`src/rtl/spmv_pkg.sv`:
```
// rtl/spmv_pkg.sv - shared spmv definitions: loader FSM states and bank-select constants
//
// Contents:
//   ld_state_t     : ping-pong cache loader FSM states
//   INIT_SELECT    : bank driven on the select pulse issued by INIT
//   INIT_FILL_BANK : bank filled first after INIT (the one not selected)
package spmv_pkg;

    typedef enum logic [2:0] {
        ST_INIT       = 3'd0,
        ST_IDLE       = 3'd1,
        ST_FILL       = 3'd2,
        ST_WAIT_DRAIN = 3'd3,
        ST_SWAP       = 3'd4
    } ld_state_t;

    localparam logic INIT_SELECT    = 1'b0;
    localparam logic INIT_FILL_BANK = 1'b1;

endpackage

```
`src/rtl/ppcache_loader.sv`:
```
// rtl/ppcache_loader.sv - segment loader that fills one ping-pong cache bank and swaps banks
//
// Ports:
//   clk, rst                             : clock, synchronous active-high reset
//   seg_vaild/seg_ready/seg_len          : segment descriptor (length in beats)
//   src_vaild/src_ready/src_data         : upstream data stream
//   select_vaild/select                  : bank-swap command to the cache
//   input_vaild/input_ready/input_data   : cache write side (combinational pass-through in FILL)
//   drain_done                           : consumer pulse, active bank fully read
//   fill_bank, err                       : bank being filled, sticky error flag
//   seg_cnt, stall_cnt                   : performance counters
//
// Macro PPCACHE_LOADER_PERF_CNT_EN: when defined, seg_cnt/stall_cnt are live
// counters; otherwise both are constant 0.
module ppcache_loader
    import spmv_pkg::*;
#(
    parameter int DATA_WIDTH = 32,
    parameter int DATA_DEPTH = 1024,
    parameter int ADDR_WIDTH = 10
) (
    input  logic                  clk,
    input  logic                  rst,
    input  logic                  seg_vaild,
    output logic                  seg_ready,
    input  logic [ADDR_WIDTH:0]   seg_len,
    input  logic                  src_vaild,
    output logic                  src_ready,
    input  logic [DATA_WIDTH-1:0] src_data,
    output logic                  select_vaild,
    output logic                  select,
    output logic                  input_vaild,
    input  logic                  input_ready,
    output logic [DATA_WIDTH-1:0] input_data,
    input  logic                  drain_done,
    output logic                  fill_bank,
    output logic                  err,
    output logic [31:0]           seg_cnt,
    output logic [31:0]           stall_cnt
);

    localparam logic [ADDR_WIDTH:0] LP_MAX_LEN = (ADDR_WIDTH + 1)'(DATA_DEPTH);

    ld_state_t           r_state;
    logic                r_fill_bank;
    logic                r_busy;
    logic                r_err;
    logic                r_sel_vld;
    logic                r_sel;
    logic                r_seg_rdy;
    logic [ADDR_WIDTH:0] r_len;
    logic [ADDR_WIDTH:0] r_beat_cnt;

    logic                w_in_fill;
    logic                w_beat;
    logic                w_seg_take;
    logic                w_len_ok;
    logic [ADDR_WIDTH:0] w_cnt_next;

    // Stream path is gated by rst so a reset mid-FILL cuts input_vaild at once.
    assign w_in_fill  = !rst && (r_state == ST_FILL);
    assign w_beat     = w_in_fill && src_vaild && input_ready;
    assign w_seg_take = seg_vaild && seg_ready;
    assign w_len_ok   = (seg_len != '0) && (seg_len <= LP_MAX_LEN);
    assign w_cnt_next = r_beat_cnt + 1'b1;

    assign seg_ready    = r_seg_rdy && !rst;
    assign src_ready    = w_in_fill && input_ready;
    assign input_vaild  = w_in_fill && src_vaild;
    assign input_data   = src_data;
    assign select_vaild = r_sel_vld && !rst;
    assign select       = r_sel;
    assign fill_bank    = r_fill_bank;
    assign err          = r_err;

    // select_vaild/select/seg_ready are registered: they are set on the
    // transition into INIT/SWAP/IDLE and cleared on the way out. Reset preloads
    // the INIT select pulse so it appears on the first cycle after release.
    always_ff @(posedge clk) begin
        if (rst) begin
            r_state     <= ST_INIT;
            r_fill_bank <= INIT_FILL_BANK;
            r_busy      <= 1'b0;
            r_err       <= 1'b0;
            r_len       <= '0;
            r_beat_cnt  <= '0;
            r_sel_vld   <= 1'b1;
            r_sel       <= INIT_SELECT;
            r_seg_rdy   <= 1'b0;
        end else begin
            // A drain with nothing outstanding is a protocol error. In SWAP the
            // set below wins, so a drain there leaves busy at 1.
            if (drain_done) begin
                if (!r_busy) begin
                    r_err <= 1'b1;
                end
                if (r_state != ST_SWAP) begin
                    r_busy <= 1'b0;
                end
            end

            case (r_state)
                ST_INIT: begin
                    r_fill_bank <= INIT_FILL_BANK;
                    r_busy      <= 1'b0;
                    r_sel_vld   <= 1'b0;
                    r_seg_rdy   <= 1'b1;
                    r_state     <= ST_IDLE;
                end
                ST_IDLE: begin
                    if (w_seg_take) begin
                        if (w_len_ok) begin
                            r_len      <= seg_len;
                            r_beat_cnt <= '0;
                            r_seg_rdy  <= 1'b0;
                            r_state    <= ST_FILL;
                        end else begin
                            r_err <= 1'b1;
                        end
                    end
                end
                ST_FILL: begin
                    if (w_beat) begin
                        r_beat_cnt <= w_cnt_next;
                        if (w_cnt_next == r_len) begin
                            r_state <= ST_WAIT_DRAIN;
                        end
                    end
                end
                ST_WAIT_DRAIN: begin
                    if (!r_busy || drain_done) begin
                        r_sel_vld <= 1'b1;
                        r_sel     <= r_fill_bank;
                        r_state   <= ST_SWAP;
                    end
                end
                ST_SWAP: begin
                    r_sel_vld   <= 1'b0;
                    r_fill_bank <= ~r_fill_bank;
                    r_busy      <= 1'b1;
                    r_seg_rdy   <= 1'b1;
                    r_state     <= ST_IDLE;
                end
                default: begin
                    r_sel_vld <= 1'b1;
                    r_sel     <= INIT_SELECT;
                    r_seg_rdy <= 1'b0;
                    r_state   <= ST_INIT;
                end
            endcase
        end
    end

`ifdef PPCACHE_LOADER_PERF_CNT_EN
    logic [31:0] r_seg_cnt;
    logic [31:0] r_stall_cnt;
    logic        w_stall;

    assign w_stall = (r_state == ST_WAIT_DRAIN) ||
                     ((r_state == ST_FILL) && src_vaild && !input_ready);

    always_ff @(posedge clk) begin
        if (rst) begin
            r_seg_cnt   <= '0;
            r_stall_cnt <= '0;
        end else begin
            if (r_state == ST_SWAP) begin
                r_seg_cnt <= r_seg_cnt + 32'd1;
            end
            if (w_stall) begin
                r_stall_cnt <= r_stall_cnt + 32'd1;
            end
        end
    end

    assign seg_cnt   = r_seg_cnt;
    assign stall_cnt = r_stall_cnt;
`else
    assign seg_cnt   = '0;
    assign stall_cnt = '0;
`endif

endmodule

```
`config.mk`:
```
export PLATFORM = sky130hd
export DESIGN_NAME = ppcache_loader
export DESIGN_NICKNAME = d
export VERILOG_FILES = /design/src/rtl/spmv_pkg.sv /design/src/rtl/ppcache_loader.sv
export SDC_FILE = /design/constraint.sdc
export NUM_CORES = 1
export LEC_CHECK = 0
export ABC_AREA = 1
export CORE_MARGIN = 5
export CORE_UTILIZATION = 41
export CTS_BUF_LIST = sky130_fd_sc_hd__clkbuf_16
export CTS_CLUSTER_SIZE = 30
export DETAILED_ROUTE_END_ITERATION = 8
export PLACE_DENSITY_LB_ADDON = 0.3
export SLEW_MARGIN = 20
export SYNTH_ARGS = -nofsm -noshare
export SYNTH_HDL_FRONTEND = slang
export SYNTH_SLANG_ARGS = --single-unit
```
`constraint.sdc`:
```
create_clock -name clk -period 4.3 [get_ports clk]
set_input_delay 0.86 -clock clk [delete_from_list [all_inputs] [get_ports clk]]
set_output_delay 0.86 -clock clk [all_outputs]
set_load 0.01 [all_outputs]
```
Word level (Yosys, flattened, before mapping)
Index checks and enable logic that the tools add are counted.
Widths: inputs -> output; s select.
Cells by class
  add/sub/neg operators: 1
  order comparisons: 1
  eq/ne operators: 11
  multiplexer cells: 26
  bitwise operators: 4
  reduce and logical (&&, ||, !) cells: 28
Operator list (count)
  $mux 11: 3
  $pmux 11 s2: 1
  $mux 3: 5
  $pmux 3 s4: 1
  $add 11x1->11 const B: 1
  $eq 11x11->1: 1
  $le 11x11->1 const B: 1
  $mux 1: 11
  $reduce_bool 11->1: 1
  $logic_and 1x1->1: 8
  $ne 2x2->1 const B: 4
  $eq 3x2->1 const B: 2
  $pmux 1 s2: 3
  $pmux 1 s3: 2
  $reduce_and 2->1: 3
  $reduce_and 3->1: 2
  $reduce_bool 3->1: 2
  $reduce_or 2->1: 3
  $reduce_and 5->1: 1
  $not 1->1: 4
  $reduce_and 4->1: 1
  $reduce_bool 2->1: 2
  $reduce_or 4->1: 1
  $eq 3x1->1 const B: 1
  other kinds (6): 7
Word-level totals
  register bits: 31
  output and inout bits: 103
  word-level logic and storage cells: 80

Depth between registers and ports, before layout
Gate-level depths: netlist (run 1).
  depth after elaboration: 6
  gate-level depth with buffers: 14
  mapped depth without buffers: 14

Worst setup path after synthesis (run 1)
No wires, ideal clock.
  path type: input to output
  start: input port rst
  end: output port input_vaild
  arrival: 1365 ps
  slack: 2075 ps
  stages: 3
  cells stage by stage: nor2_2 > inv_1 > nor2_1
Between the ends
  longest elaborated chain between the ends: 3
Ends and longest elaborated chain
  start: declaration: RTL line ppcache_loader.sv:23  | input logic rst,
  $logic_not 1->1: RTL line ppcache_loader.sv:61  | assign w_in_fill = !rst && (r_state == ST_FILL);
  $logic_and 1x1->1: RTL line ppcache_loader.sv:61
  $logic_and 1x1->1: RTL line ppcache_loader.sv:69  | assign input_vaild = w_in_fill && src_vaild;
  end: declaration: RTL line ppcache_loader.sv:32  | output logic input_vaild,
No other way between the ends.

Final worst setup path (run 1)
Same ends and word-level chain as after synthesis.

==> metrics.txt, run 1 <==
status=finished, final reports clean; leading cell types in the layout, fill and taps excluded=conb_1 (64), nand2_1 (57), inv_1 (37), nor2_1 (33), dfxtp_1 (31); FMAX=298 MHz; Top Ports=152; # hold bufs at CTS=0; Worst Path Arrival=2.50 ns; #FFs+latches synth=31; Post-Route WL=4.86 mm; Vias/cell=4.50; share of cells above drive strength 1=0.0595; Residual DRC=0; CP Class=in -> out; DP Worst Slack=0.909 ns; first-pass GRT wire length=7.59 mm; CP max FO=9; mapped cell area=2480 µm²; full die area=7700 µm²; maxcap violations=0; WL per Instance=11.3 µm; fill cell count=642; Final Critical Period=3.36 ns; Slew @ Worst Pin=0.520 ns; maximum clock path buffer count=2; largest net degree at the start of global routing=16; setup bufs post-CTS=0; Synth Area per Inst=6.92 µm²; Final Hold Violating Endpoints=0; vias in the first global route=1689; EDFF count, synth=0; all-layer global routing usage=0.127; Gate Count Post-Synth=358; Clock Skew=0.00284 ns; Vias=1924; row count=28; die span in y=87.8 µm; worst hold-check path type=reg -> reg; most common cell after layout, fill and taps aside=conb_1; Primary FF master, synth=dfxtp_1; post-route clock period utilization=0.782; Async SR Flop Fraction=0; Final ANT Viol Nets=0; Clk Latency, worst-skew pair=0.27 ns; CTS resizes=0; pwr/cell area=531 nW/µm²; final setup violation count=0; Initial DRC Count=109; crit path launch=rst; startpoint types=input port; global route total overflow=0; H-tree levels=2; Slew Viols, Final=0; RSZ-0062 raised after global routing=no; Pleak=1.08 nW; CTS tree=done; Final Net Count=402; DP HPWL=3.79 mm; core area=5890 µm²; die width=87.8 µm; cts bufs inserted=5; worst r2r src=r_state[0]; Starting Density=0.421; Layout area overhead=-1.46%; number of diodes=0; drt pass-1 iters=5; VDD IR max=0.318 mV; Synth cell types=35; clock root buffer master=clkbuf_16; CTS clock-pin slew for the worst setup and hold paths=0.05 ns; Routability Congestion=0.801; initial antenna violation count=0; Yosys warning total=0; Final WS setup=0.939 ns; CTS sink cnt=31; HP Start=r_len[5]; setup TNS=0 ns; PortBufs=23; CP endpoint kind=output pin; Slew headroom=0.650; WP data required=3.44 ns; register area share after synthesis=0.250
[cells in the mapped netlist, types with 2 or more instances]
cell type	instances	area (µm²)
clkbuf_1	2	7.51
nand3b_1	2	15.0
buf_4	97	728
nor2_2	3	18.8
a22oi_1	7	52.6
o21ai_1	2	10.0
nor3_2	2	20.0
nor3_1	2	10.0
o21a_1	2	15.0
dfxtp_1	31	621
inv_1	36	135
o21ai_0	15	75.1
a21oi_1	15	75.1
nand3_1	30	150
nand4_1	2	12.5
nor2_1	33	124
nand2_2	2	12.5
nand2_1	57	214
nor2_4	2	22.5
[final timing paths]
path	to	slack (ns)	cells after the start
max	input_vaild	0.94	5
max reg2reg	r_len[9]	2.36	8
min	r_len[5]	0.47	2
min reg2reg	r_len[5]	0.47	2
[sequential cells by signal, summed over array words and instances, names as in the netlist]
name        count
r_seg_rdy       1
select          1
r_state         3
fill_bank       1
r_len          11
r_beat_cnt     11
r_sel_vld       1
err             1
r_busy          1
[cell type report]
| type | instances | area [µm²] | share of cell area |
|---|---|---|---|
| Clock buffer | 5 | 125 | 0.0512 |
| Clock inverter | 3 | 11.3 | 0.00461 |
| Inverter | 36 | 135 | 0.0553 |
| Multi-Input combinational cell | 254 | 1220 | 0.499 |
| Sequential cell | 31 | 621 | 0.254 |
| Tap cell | 75 | 93.8 | 0.0384 |
| Timing Repair Buffer | 24 | 238 | 0.0973 |
[critical path: stages]
cell             delay, ns
clkdlybuf4s50_1       0.43
nor2_2                0.38
inv_1                 0.17
nor2_1                0.11
clkdlybuf4s50_1       0.54
[report_power, final]
group	internal [mW]	leakage, nW	switching [mW]	total (mW)
Sequential	0.368	0.253	0.0801	0.448
Combinational	0.199	0.757	0.319	0.518
Clock	0.208	0.0701	0.121	0.329
Total	0.775	1.08	0.521	1.30
[cell families (layout without fill, tap and decap cells)]
| family | count (synthesis) | count (layout) | synth area share |
|---|---|---|---|
| xor gates and xnor gates | 3 | 3 | 0.0182 |
| AOI/OAI and AO/OA | 45 | 45 | 0.105 |
| adders and majority gates | 1 | 1 | 0.00505 |
| other | 1 | 64 | 0.00151 |
| buffers and inverters | 136 | 68 | 0.353 |
| DFF | 31 | 31 | 0.250 |
| and+or+nand+nor | 141 | 141 | 0.267 |
[layer usage]
layer  share of wire  wire, µm  global-route usage
met1            0.42      2040               0.150
met4           0.019        92              0.0572
met2            0.46      2250               0.209
met5               0         0                   0
met3           0.097       473              0.0395
[stage by stage]
| stage | instances | total power [mW] | hold WS (ns) | utilization | area, µm² |
|---|---|---|---|---|---|
| floorplan | 421 | 0.905 | 0.443 | - | 2720 |
| global placement | 420 | 0.959 | 0.457 | 0.392 | 2310 |
| detailed placement | 420 | 0.964 | 0.462 | 0.392 | 2310 |
| CTS | 428 | 1.30 | 0.470 | 0.415 | 2440 |
| global route | 428 | 1.41 | 0.494 | 0.415 | 2440 |
| finish | 428 | 1.30 | 0.466 | 0.415 | 2440 |
No activity file was read; power rests on OpenSTA's default activity.
==> run 2, diff against run 1 <==
CORE_UTILIZATION = 34   (was 41)
clock period = 2.95 ns   (was 4.3 ns; I/O delays follow)
==> run 2 against run 1 <==
Worst hold slack better by 0.0068 ns. First-iteration DRC count down 22%. Register-to-register slack worse by 1.2 ns. Clock skew up 0.0025 ns. Sequential power up 46%. Power up 54%. Setup slack worse by 0.72 ns. Global-route usage down 1.8 points. Non-clock buffer count up 2. Sequential cell count unchanged. Critical path depth unchanged.
==> metrics.txt, run 2 (synthesized netlist as in run 1, its figures left out) <==
status=finished, final reports clean (unchanged); cells along the critical path=clkdlybuf4s50_1 -> nor2_2 -> inv_1 -> nor2_1 -> clkdlybuf4s50_1 (unchanged); CP dominant cell by count=clkdlybuf4s50_1 (unchanged); row count=31 (was 28); maximum clock path buffer count=2 (unchanged); first-pass GRT wire length=7.72 mm (was 7.59 mm); final setup violation count=0 (unchanged); DP HPWL=3.92 mm (was 3.79 mm); # hold bufs at CTS=0 (unchanged); PortBufs=23 (unchanged); Slew @ Worst Pin=0.499 ns (was 0.520 ns); area of the multi-input gates=1220 µm² (unchanged); fill cell count=782 (was 642); largest net degree at the start of global routing=13 (was 16); initial antenna violation count=0 (unchanged); net switching power=0.770 mW (was 0.521 mW); Vias=1881 (was 1924); Slowest-stage cell, CP=clkdlybuf4s50_1 (unchanged); die span in y=95.4 µm (was 87.8 µm); Int Pwr=1.22 mW (was 0.775 mW); FMAX=366 MHz; Slew headroom=0.664 (was 0.650); HP Start=r_len[1] (was r_len[5]); Clock power frac=0.292 (was 0.254); number of diodes=0 (unchanged); CP endpoint kind=output pin (unchanged); Vias/cell=4.14 (was 4.50); Storage cell area=621 µm² (unchanged); post-route clock period utilization=0.926; Final Hold Violating Endpoints=0 (unchanged); CTS clock-pin slew for the worst setup and hold paths=0.06 ns (was 0.05 ns); hold depth=2 (unchanged); Clk Latency, worst-skew pair=0.27 ns (about the same); CTS sink cnt=31 (unchanged); Util after Layout=0.350 (was 0.415); setup bufs post-CTS=0 (unchanged); CTS tree=done (unchanged); Slew Viols, Final=0 (unchanged); CP Class=in -> out (unchanged); worst r2r src=r_beat_cnt[0] (was r_state[0]); leading cell types in the layout, fill and taps excluded=conb_1 (64), nand2_1 (57), inv_1 (36), nor2_1 (33), dfxtp_1 (31) (was conb_1 (64), nand2_1 (57), inv_1 (37), nor2_1 (33), dfxtp_1 (31)); global route total overflow=0 (unchanged); Residual DRC=0 (unchanged); H-tree levels=2 (unchanged); Routability Congestion=0.799 (was 0.801); share of cells above drive strength 1=0.0704 (was 0.0595); worst hold-check path type=reg -> reg (unchanged); pwr/cell area=792 nW/µm² (was 531 nW/µm²); VDD IR max=0.394 mV (was 0.318 mV); maxcap violations=0 (unchanged); flop2flop setup slack=1.14 ns (was 2.36 ns); Stages on worst setup path=5 (unchanged); all-layer global routing usage=0.109 (was 0.127); Final Critical Period=2.73 ns; WP data required=2.36 ns (was 3.44 ns); die width=95.4 µm (was 87.8 µm); Gate power share=0.380 (was 0.400); sequential share of power=0.328 (was 0.346); Pleak=1.10 nW (was 1.08 nW); worst reg2reg path depth=13 (was 8); core area=7180 µm² (was 5890 µm²); drt pass-1 iters=4 (was 5); Sw Ratio=0.386 (was 0.402); Initial DRC Count=85 (was 109); Starting Density=0.345 (was 0.421); CP max FO=10 (was 9); WHS Endpoint=r_len[1] (was r_len[5]); cell family with most CP delay=buffers and inverters (unchanged); full die area=9100 µm² (was 7700 µm²); RR Endpoint=r_state[0] (was r_len[9]); Worst Path Arrival=2.14 ns (was 2.50 ns); CTS resizes=0 (unchanged); worst path buffer plus inverter count=3 (unchanged); Clock Skew=0.00533 ns (was 0.00284 ns); Top Ports=152 (unchanged); Post-Route WL=4.91 mm (was 4.86 mm); startpoint types=input port (unchanged); setup TNS=0 ns (unchanged); cts bufs inserted=5 (unchanged); vias in the first global route=1718 (was 1689); WL per Instance=10.8 µm (was 11.3 µm); most common cell after layout, fill and taps aside=conb_1 (unchanged); Layout area overhead=1.46% (was -1.46%); clock root buffer master=clkbuf_16 (unchanged); Final Net Count=404 (was 402); RSZ-0062 raised after global routing=no (unchanged); largest stage delay on the critical path=0.58 ns (was 0.54 ns); Final ANT Viol Nets=0 (unchanged); Largest regs=r_beat_cnt: 11 flops, r_len: 11 flops, r_state: 3 flops (unchanged)
run 2: cell count changes in the layout (fill, tap and decap cells not counted):
cell	previous run	this run
inv_1	37	36
bufinv_16	0	1
clkinv_1	2	1
clkinv_2	0	1
buf_4	1	3
run 2: power by group through the flow:
| stage | Combinational [mW] | Sequential, mW | Clock [mW] |
|---|---|---|---|
| 2_1_floorplan | 0.683 | 0.635 | 0 |
| 3_3_place_gp | 0.752 | 0.659 | 0 |
| 3_5_place_dp | 0.753 | 0.663 | 0 |
| 4_1_cts | 0.761 | 0.654 | 0.591 |
| 5_1_grt | 0.866 | 0.674 | 0.611 |
| 6_report | 0.757 | 0.654 | 0.582 |
run 2: stage by stage:
stage	power (mW)	setup WS, ns	instances	instance area, µm²	hold WS [ns]
floorplan	1.32	1.15	421	2720	0.443
global placement	1.41	0.276	446	2350	0.456
detailed placement	1.42	0.226	446	2350	0.465
CTS	2.01	0.214	454	2510	0.474
global route	2.15	0.156	454	2510	0.504
finish	1.99	0.218	454	2510	0.473
run 2: cell type report:
| class | instances | area share |
|---|---|---|
| timing repair buffer | 26 | 0.100 |
| sequential | 31 | 0.247 |
| tap | 99 | 0.0493 |
| multi-input combinational | 254 | 0.485 |
| clock buffer | 5 | 0.0498 |
| inverter | 36 | 0.0537 |
| clock inverter | 3 | 0.0154 |
run 2: worst register-to-register path, delay by kind of cell (launching register included):
| family | cells | cell delay [ns] |
|---|---|---|
| AOI/OAI and AO/OA | 1 | 0.12 |
| DFF | 1 | 0.42 |
| adders and majority gates | 1 | 0.23 |
| and+or+nand+nor | 11 | 0.99 |
run 2: metal layers:
layer	up-vias	global-route usage	wire (µm)
met1	848	0.131	2080
met4	0	0.0296	0
met5	-	0	0
met2	62	0.184	2480
li1	971	-	-
met3	0	0.0379	347
run 2: worst max path at each step:
| stage | from | endpoint | slack [ns] |
|---|---|---|---|
| 4_1_cts | rst | input_vaild | 0.21 |
| 6_report | rst | input_vaild | 0.22 |
| 5_1_grt | rst | input_vaild | 0.16 |
| 3_5_place_dp | rst | input_vaild | 0.23 |
| 3_3_place_gp | rst | src_ready | 0.28 |
| 2_1_floorplan | r_state[1] | input_vaild | 1.15 |
==> RTL edit: new RTL, flow settings as in run 1 <==
Add a define of `PPCACHE_LOADER_PERF_CNT_EN`.
--- a/src/rtl/ppcache_loader.sv
+++ b/src/rtl/ppcache_loader.sv
@@ -12,6 +12,8 @@
 //
 // Macro PPCACHE_LOADER_PERF_CNT_EN: when defined, seg_cnt/stall_cnt are live
 // counters; otherwise both are constant 0.
+`define PPCACHE_LOADER_PERF_CNT_EN
+
 module ppcache_loader
     import spmv_pkg::*;
 #(
Function: changed (a bounded check fails within 4 cycles, from zero or initial values and one cycle with rst high).
==> RTL edit against run 1 <==
Wire length grew to 2.6 times the old value. Largest cell class unchanged. Synthesized cell count grew 110%. Largest power group is now registers. Via count grew 150%. Power grew 59%. Non-clock buffer count grew 66. Die area grew 99%. Area after synthesis grew 110%. Cell area grew to 2.6 times the old value. Highest routed layer unchanged. Setup slack gained 350 ps. Cell count grew 130%. Critical endpoint is now src_ready. First-iteration DRC count grew to 2.6 times the old value. Clock power grew to 2.6 times the old value. Sequential cell count grew 64.
==> RTL edit: results (changes against run 1) <==
Outcome
  • Status: finished, final reports clean (unchanged)

Logic synthesis
  • Ranking of synthesized cells by area: dfxtp_1 (36%), nand2_1 (11%), inv_1 (6.9%) (was buf_4 (29%), dfxtp_1 (25%), nand2_1 (8.6%))
  • Register area share after synthesis: 0.3590 (was 0.2504)
  • Syn_nets: 810
  • Syn Inst Count: 758 (was 358)
  • Synth cell types: 46 (was 35)
  • Async set-or-reset flop fraction in the synthesized netlist: 0 (unchanged)
  • Synth Warn #: 0 (unchanged)
  • Top post-synthesis cells by count: nand2_1 (157), inv_1 (97), dfxtp_1 (95) (was buf_4 (97), nand2_1 (57), inv_1 (36))
  • Ys flop type: dfxtp_1 (unchanged)

CTS
  • Clock Latency Late Sink: 340 ps (was 270 ps)
  • Setup bufs post-CTS: 0 (unchanged)
  • Clk slew on worst S/H paths: 70 ps (was 50 ps)
  • Clock Path Buffers: 2 (unchanged)
  • Hold Buf Count CTS: 0 (unchanged)
  • Htree depth: 3 (was 2)
  • Cts bufs inserted: 9 (was 5)
  • Clk Tree Root Cell: clkbuf_16 (unchanged)
  • Post-CTS Resized: 0 (unchanged)

Power
  • Maximum VDD drop: 181.7 µV (was 317.9 µV)
  • Switching share of power: 0.2665 (was 0.4019)
  • Leakage power: 2.405 nW (was 1.080 nW)

Place
  • Final Wtd Congestion: 0.8393 (was 0.8012)
  • Pre-CTS setup slack: 1280 ps (was 909.1 ps)
  • I/O Buffers: 87 (was 23)
  • DPL Wire Length: 9.358 mm (was 3.788 mm)
  • # placed instances: 974 (was 420)

STA
  • Clock Skews: 8.444 ps (was 2.842 ps)
  • Slew HR: 0.4863 (was 0.6501)

Cells and area
  • Count of non-filler cells in the finished layout: 990 (was 428)
  • # diodes: 0 (unchanged)
  • Layout cells sized above 1: 0.07824 (was 0.05949)
  • Final nets: 865 (was 402)

Global route
  • Total track usage: 0.1669 (was 0.1266)
  • Largest net degree at the start of global routing: 38 (was 16)
  • First-pass GRT wire length: 20.38 mm (was 7.590 mm)
  • Vias in the first global route: 4,369 (was 1,689)
  • Initial antenna violation count: 0 (unchanged)

Critical path
  • Worst EP arrival: 2150 ps (was 2500 ps)
  • Worst-path fanout max: 2 (was 9)

Route
  • Drt pass-1 iters: 4 (was 5)
  • Starting DRT DRC Count: 278 (was 109)
  • Drt total wl: 12.58 mm (was 4.856 mm)
  • DR vias/cell: 4.843 (was 4.495)

Worst hold path
  • Worst hold path class: flop to flop (unchanged)
==> RTL edit: cell types whose count changed in the layout (fill, tap and decap cells not counted), moves of 32 or more <==
cell	run 1	this run
a21oi_1	15	47
clkdlybuf4s50_1	23	86
conb_1	64	0
dfxtp_1	31	95
inv_1	37	98
nand2_1	57	157
nor2_1	33	94
==> RTL edit: final timing paths <==
check	from	end	slack (ps)	cells after the start
hold reg to reg	r_seg_rdy	r_seg_rdy	460	2
setup / recovery	input_ready	src_ready	1290	4
hold / removal	r_seg_rdy	r_seg_rdy	460	2
setup reg to reg	r_beat_cnt[0]	r_state[0]	2250	13
==> RTL edit: kinds of logic after synthesis <==
group	share of synthesized area
AOI/OAI and AO/OA	0.09495
xor gates and xnor gates	0.04299
adders and majority gates	0.007086
buffers and inverters	0.1299
DFF	0.3590
and+or+nand+nor	0.3661
==> RTL edit: cell type report <==
type	instances	area, µm²
Clock inverter	7	88.84
Timing Repair Buffer	90	888.4
Inverter	101	384.1
Multi-Input combinational cell	516	2708
Sequential cell	95	1902
Clock buffer	9	225.2
Tap cell	172	215.2
Fill cell	1289	6208
==> RTL edit: worst max-delay path, cell delays in order <==
cell             delay [ps]
clkdlybuf4s50_1         480
inv_1                    60
nor3_1                  180
clkdlybuf4s50_1         570
==> RTL edit: through the flow <==
step | util | instance area (µm²) | hold WS, ps
2_1_floorplan | - | 5298 | 439.0
3_3_place_gp | 0.4831 | 6097 | 453.9
3_5_place_dp | 0.4831 | 6097 | 461.5
4_1_cts | 0.5080 | 6411 | 471.9
5_1_grt | 0.5080 | 6411 | 492.6
6_report | 0.5080 | 6411 | 463.4
==> RTL edit: metal layers <==
layer  global-route usage  share of wire  routed length [µm]  up-vias
li1                     -              -                   -     2522
met1               0.2225           0.49                6177     2164
met2               0.2670           0.45                5693       98
met3              0.03769          0.042                 526       11
met4              0.05536          0.015                 183        0
met5                    0              0                   0        -
==> RTL edit: power groups by stage <==
stage,Sequential [mW],Combinational [mW],Clock (mW)
6_report,0.928,0.290,0.844
3_3_place_gp,0.948,0.291,0
2_1_floorplan,0.947,0.233,0
4_1_cts,0.928,0.293,0.871
5_1_grt,0.932,0.328,0.905
3_5_place_dp,0.948,0.291,0
